<file path="config.mk">
export PLATFORM = sky130hd
export DESIGN_NAME = cv32e40s_resp_tracker
export DESIGN_NICKNAME = d
export VERILOG_FILES = /design/src/rtl/cv32e40s_resp_tracker.sv
export SDC_FILE = /design/constraint.sdc
export NUM_CORES = 1
export LEC_CHECK = 0
export ABC_CLOCK_PERIOD_IN_PS = 1800
export BUFFER_PORTS_ARGS = -buffer_cell sky130_fd_sc_hd__buf_2
export CAP_MARGIN = 20
export CORE_AREA = 2 2 39 41
export CTS_BUF_LIST = sky130_fd_sc_hd__clkbuf_8
export CTS_CLUSTER_SIZE = 10
export DETAILED_ROUTE_END_ITERATION = 8
export DIE_AREA = 0 0 41 43
export PLACE_DENSITY = 0.52
export SYNTH_ARGS = -nofsm -noshare
export SYNTH_HDL_FRONTEND = slang
export SYNTH_SLANG_ARGS = --single-unit
</file>
<file path="constraint.sdc">
create_clock -name clk -period 1.8 [get_ports clk]
set_input_delay 0.18 -clock clk [delete_from_list [all_inputs] [get_ports clk]]
set_output_delay 0.18 -clock clk [all_outputs]
set_load 0.01 [all_outputs]
</file>
<file path="src/rtl/cv32e40s_resp_tracker.sv">
// Outstanding-transaction tracker between the core OBI request/response path and the MPU.
// Optional protocol checking is built when CV32E40S_RESP_TRACKER_PROTCHK_EN is defined.
module cv32e40s_resp_tracker #(
  parameter int DEPTH = 2,
  localparam int CNT_W = $clog2(DEPTH + 1)
) (
  input  logic             clk,
  input  logic             rst_n,
  input  logic             core_trans_valid_i,
  output logic             core_trans_ready_o,
  input  logic             core_trans_we_i,
  output logic             mpu_trans_valid_o,
  input  logic             mpu_trans_ready_i,
  input  logic             mpu_resp_valid_i,
  output logic             resp_valid_o,
  output logic             resp_we_o,
  output logic             one_txn_pend_n_o,
  output logic [CNT_W-1:0] cnt_o,
  output logic             prot_err_o
);

  localparam int PTR_W = (DEPTH > 1) ? $clog2(DEPTH) : 1;
  localparam logic [PTR_W-1:0] PTR_LAST = PTR_W'(DEPTH - 1);
  localparam logic [CNT_W-1:0] CNT_FULL = CNT_W'(DEPTH);

  logic [CNT_W-1:0] cnt_q, cnt_d;
  logic [PTR_W-1:0] wptr_q, wptr_d;
  logic [PTR_W-1:0] rptr_q, rptr_d;
  logic [DEPTH-1:0] fifo_q, fifo_d;
  logic             not_full_s;
  logic             acc_s;
  logic             rsp_s;

  assign not_full_s         = (cnt_q != CNT_FULL);
  assign core_trans_ready_o = mpu_trans_ready_i && not_full_s;
  assign mpu_trans_valid_o  = core_trans_valid_i && not_full_s;
  assign acc_s              = core_trans_valid_i && core_trans_ready_o;
  // A response is only taken when something is outstanding; no same-cycle bypass.
  assign rsp_s              = mpu_resp_valid_i && (cnt_q != {CNT_W{1'b0}});

  assign resp_valid_o     = rsp_s;
  assign resp_we_o        = (cnt_q != {CNT_W{1'b0}}) ? fifo_q[rptr_q] : 1'b0;
  assign one_txn_pend_n_o = (cnt_d == CNT_W'(1));
  assign cnt_o            = cnt_q;

  // Next-state for counter, pointers and attribute FIFO.
  always_comb begin
    cnt_d  = cnt_q;
    wptr_d = wptr_q;
    rptr_d = rptr_q;
    fifo_d = fifo_q;
    if (acc_s) begin
      fifo_d[wptr_q] = core_trans_we_i;
      wptr_d         = (wptr_q == PTR_LAST) ? {PTR_W{1'b0}} : wptr_q + PTR_W'(1);
    end else begin
      wptr_d = wptr_q;
    end
    if (rsp_s) begin
      rptr_d = (rptr_q == PTR_LAST) ? {PTR_W{1'b0}} : rptr_q + PTR_W'(1);
    end else begin
      rptr_d = rptr_q;
    end
    case ({acc_s, rsp_s})
      2'b10:   cnt_d = cnt_q + CNT_W'(1);
      2'b01:   cnt_d = cnt_q - CNT_W'(1);
      default: cnt_d = cnt_q;
    endcase
  end

  // State registers.
  always_ff @(posedge clk or negedge rst_n) begin
    if (!rst_n) begin
      cnt_q  <= {CNT_W{1'b0}};
      wptr_q <= {PTR_W{1'b0}};
      rptr_q <= {PTR_W{1'b0}};
      fifo_q <= {DEPTH{1'b0}};
    end else begin
      cnt_q  <= cnt_d;
      wptr_q <= wptr_d;
      rptr_q <= rptr_d;
      fifo_q <= fifo_d;
    end
  end

`ifdef CV32E40S_RESP_TRACKER_PROTCHK_EN
  logic prot_err_q, prot_err_d;

  assign prot_err_d = prot_err_q || (mpu_resp_valid_i && (cnt_q == {CNT_W{1'b0}}));

  // Sticky flag for responses that arrive with nothing outstanding.
  always_ff @(posedge clk or negedge rst_n) begin
    if (!rst_n) begin
      prot_err_q <= 1'b0;
    end else begin
      prot_err_q <= prot_err_d;
    end
  end

  assign prot_err_o = prot_err_q;
`else
  assign prot_err_o = 1'b0;
`endif

endmodule

</file>
# Yosys cells after proc, flatten, opt, wreduce, memory -nomap -nowiden
# Cells that the tools add are included.
# totals
reg_bits,6
latchBits,0
ramBits,0
rom_bits,0
inputBits,6
out_inout_bits,8
memories,0
# op_classes
addsub,4
n_mul,0
div,0
order_cmp,3
n_eq_ne,4
shift,0
mux,9
bitwise,0
reduce_logical,6
# op_table
cell,count
$mux 1,6
$logic_and 1x1->1,5
$eq 2x1->1 const B,2
$lt 1x2->1 const B,2
$pmux 2 s2,1
$add 1x1->1 const B,2
$add 2x1->2 const B,1
$bwmux 2,1
$eq 2x2->1 const B,1
$ne 2x2->1 const B,1
$reduce_bool 2->1,1
$sub 2x1->2 const B,1
$demux 1 s1,1
$ge 1x1->1 const B,1

# Depth between registers and ports, before layout
# depth
ltp_word,6
depth_mapped,7
depth_no_buf,6

# Worst setup path before layout
# Ideal clock, no wire load.
# synth_path
path_type,register to output
startpoint,"reg cnt_q[0], in the netlist cnt_o[0]"
endpoint,out one_txn_pend_n_o
t_arrival_ns,1.539
path_slack_ns,0.081
stages_incl_launch_ff,6
path_buffers,1
cell_sequence,dfrtp_1 buf_6 nor2_1 nor2b_2 ha_1 o32ai_1
# synth_between
word_cells_on_any_way,11
classes_between,add/sub: 2; eq/ne: 4; mux: 1; reduce/logical: 4
# synth_lines
element,line_no,source
from (decl),26,"logic [CNT_W-1:0] cnt_q, cnt_d;"
from (signal assigned),73,cnt_q <= {CNT_W{1'b0}};
from (signal assigned),78,cnt_q <= cnt_d;
$reduce_bool 2->1 *,39,assign rsp_s = mpu_resp_valid_i && (cnt_q != {CNT_W{1'b0}});
$logic_and 1x1->1 *,39,
via resp_valid_o,15,"output logic resp_valid_o,"
$eq 2x1->1 / $eq 2x2->1 (equally long branches),63,"case ({acc_s, rsp_s})"
$pmux 2 s2 *,63,
$eq 2x1->1 *,43,assign one_txn_pend_n_o = (cnt_d == CNT_W'(1));
to (decl),17,"output logic one_txn_pend_n_o,"
# The timed path passes the listed nets; every way through them passes the cells marked *.

# Final worst setup path
# layout_path
startpoint,"reg cnt_q[0], in the netlist cnt_o[0]"
endpoint,out one_txn_pend_n_o
# layout_between
elab_chain_cells,6
word_cells_on_any_way,11
classes_between,add/sub: 2; eq/ne: 4; mux: 1; reduce/logical: 4
# layout_lines
element,line_no,source
$ne 2x2->1,34,assign not_full_s = (cnt_q != CNT_FULL);
$logic_and 1x1->1,35,assign core_trans_ready_o = mpu_trans_ready_i && not_full_s;
$logic_and 1x1->1,37,assign acc_s = core_trans_valid_i && core_trans_ready_o;
$eq 2x1->1 / $eq 2x2->1 (equally long branches),63,
$pmux 2 s2 *,63,
$eq 2x1->1 *,43,
# Every way passes the cells marked *; elsewhere a longest branch is shown, timed or not.

==> out/results.ini <==
[clock_network]
clock_latency_ps=220
clkTransAtPathRegs_ps=30
cts_root_buf=clkbuf_8
cts_sinks=6
htree_levels=1
numCtsBuffers=3
cts_buffer_depth=2
tritoncts=done

[setup_path]
startpoint_type=register
reg2reg_from=cnt_o[0]$_DFF_PN0_
r2r_slack_ps=440
crit_required_ps=1620
crit_chain=nand2b_4 -> nand3_4 -> ha_4 -> nor3_2 -> a21oi_1 -> o32ai_1 -> buf_2
r2r_cells=5
crit_buf_inv=1
slowest_delay_ps=370
path_max_fanout=5
path_delay_family=flip-flops
worstSetupEndpointType=primary output
slowest_stage=dfrtp_1
path_class=reg2out
cp.arrival_ps=1580
worstReg2RegEnd=fifo_q[0]$_DFFE_PN0P_

[global_routing]
grt_max_degree=7
grt_use_total=0.100
grt-ovfl-total=0
grt_pass1_vias=267
antenna_found_initial=0
grt_pass1_wl_mm=1.04

[timing]
fmax_mhz=569
rsz0062_at_grt=true
holdWs_ps=179
final_hold_viol_count=0
tns_ps=0
maxSlewViolCount=0
setup_viol=0
finalCriticalPeriod_ps=1760
skew_ps=0.138
period_share=0.976

[cells_and_area]
final_cell_mix=buf_2 (12), dfrtp_1 (6), buf_4 (5), xnor2_1 (3), clkbuf_8 (3)
antenna_cells=0
layout_commonest_cell=buf_2
syn_to_final_growth_pct=53.2
instances_no_fill=67
postLayoutCoreUtil=0.391
drive_above_1_share=0.549
finalNetCount=60

[min_path]
min_to=fifo_q[1]$_DFFE_PN0P_
whs_path_depth=2
hold_start=core_trans_we_i
hp-class=in2reg

[synth]
yosys_warnings=0
syn_nets=39
synth_top_area_share=0.426
synth-main-ff-cell=dfrtp_1
ys_ff_latch=6
netlist_area_um2=353
synthTopCellsByArea=dfrtp_1 (43%), xnor2_1 (7.4%), mux2_1 (6.4%)
synth_cell_types=20
ys_seq_area_frac=0.426
yosysTopAreaCell=dfrtp_1
async_reset_ff_frac=1.00
syn_avg_cell_area_um2=11.0
synthCells=32
synth-edff-count=0

[routing]
postRouteWirelength_um=694
vias=288
initialDrtViolationCount=2
drc=0
antenna_left=0
via_per_inst=4.30
drt-wirelength-per-cell_um=10.4
firstDrtPassIters=2

[power_and_ir_drop]
power_switching_uw=362
p_clk_frac=0.198
p_seq_frac=0.264
finalPower_mw=1.01
comb_power_share=0.538
p_sw_frac=0.357
power_density_nw_per_um2=1880
leakagePower_nw=0.253
ir_worst_vdd_uv=734
intPower_uw=652

[die]
die_h_um=43
die-width_um=41
start_util=0.255
rows=14
core_um2=1380
die-area_um2=1760
pin_count=14

[place]
dp.cells=60
port_buffers=12
hpwl_um=474
gp_congestion=0.707

[outcome]
outcome=complete, no violations

[flow_run]
max_cap_violations=0

sequential cells by signal (all words and copies together), names as in the netlist:
register / cells
wptr_q: 1
fifo_q: 2
cnt_o: 2
rptr_q: 1
how the worst max path moves through the flow:
stage | depth (start not counted) | startpoint | slack, ps | end
5_1_grt | 7 | cnt_o[0]$_DFF_PN0_ | -100 | one_txn_pend_n_o
3_3_place_gp | 7 | cnt_o[1]$_DFF_PN0_ | 90 | one_txn_pend_n_o
6_report | 7 | cnt_o[0]$_DFF_PN0_ | 40 | one_txn_pend_n_o
3_5_place_dp | 7 | cnt_o[1]$_DFF_PN0_ | 110 | one_txn_pend_n_o
4_1_cts | 7 | cnt_o[1]$_DFF_PN0_ | 2 | one_txn_pend_n_o
2_1_floorplan | 5 | cnt_o[0]$_DFF_PN0_ | 80 | one_txn_pend_n_o
synth_stat cells (2+ instances only):
| master | instances |
|---|---|
| and2_2 | 2 |
| dfrtp_1 | 6 |
| mux2_1 | 2 |
| nor2_1 | 3 |
| xnor2_1 | 3 |
| xor2_1 | 2 |
power groups by stage:
stage / clock, mW / sequential, mW / combinational [mW]
2_1_floorplan: 0 / 0.274 / 0.306
3_3_place_gp: 0 / 0.267 / 0.440
3_5_place_dp: 0 / 0.266 / 0.441
4_1_cts: 0.207 / 0.269 / 0.498
5_1_grt: 0.216 / 0.282 / 0.601
6_report: 0.201 / 0.268 / 0.545
metal layers:
metal	global-route usage	share of wire	routed length (µm)	vias to the layer above
li1	-	-	-	144
met1	0.109	0.41	285	128
met2	0.122	0.46	319	10
met3	0.0314	0.066	46	6
met4	0.140	0.061	42	0
met5	0	0	0	-
cell families (layout without fill, tap and decap cells):
kind of cell / Yosys count / count (layout) / share of synthesized area
AND/OR/NAND/NOR: 11 / 11 / 0.209
buffers and inverters: 3 / 22 / 0.0638
other: 1 / 1 / 0.0106
flip-flops: 6 / 6 / 0.426
multiplexers: 3 / 3 / 0.0922
AO/OA/AOI/OAI: 2 / 2 / 0.0390
XOR/XNOR: 5 / 5 / 0.124
adder cells (fa/ha/maj): 1 / 1 / 0.0355
timing repair:
action	4_1_cts	5_1_grt
pin swaps	1	1
endpoints found under the hold margin	6	0
endpoints found under the setup margin	1	1
gates resized for setup	4	2
hold buffers	1	0
buffers inserted	1	2
through the flow:
stage / cell area, µm² / setup slack, ps
4_1_cts: 513 / 1.63
3_5_place_dp: 429 / 112
6_report: 541 / 43.4
2_1_floorplan: 353 / 81.1
5_1_grt: 541 / -98.3
3_3_place_gp: 429 / 86.2
layout make-up:
| cell class | count | area (µm²) |
|---|---|---|
| inverter | 1 | 3.75 |
| tap | 16 | 20.0 |
| fill | 146 | 843 |
| clock buffer | 3 | 41.3 |
| multi-input combinational | 23 | 218 |
| sequential | 6 | 150 |
| timing repair buffer | 18 | 108 |
worst register-to-register path, delay by kind of cell (launching register included):
family                 cells  cell delay (ps)
flip-flops                 1              390
multiplexers               1              320
buffers and inverters      2              270
AND/OR/NAND/NOR            2              260
(Power assumes the default switching activity.)
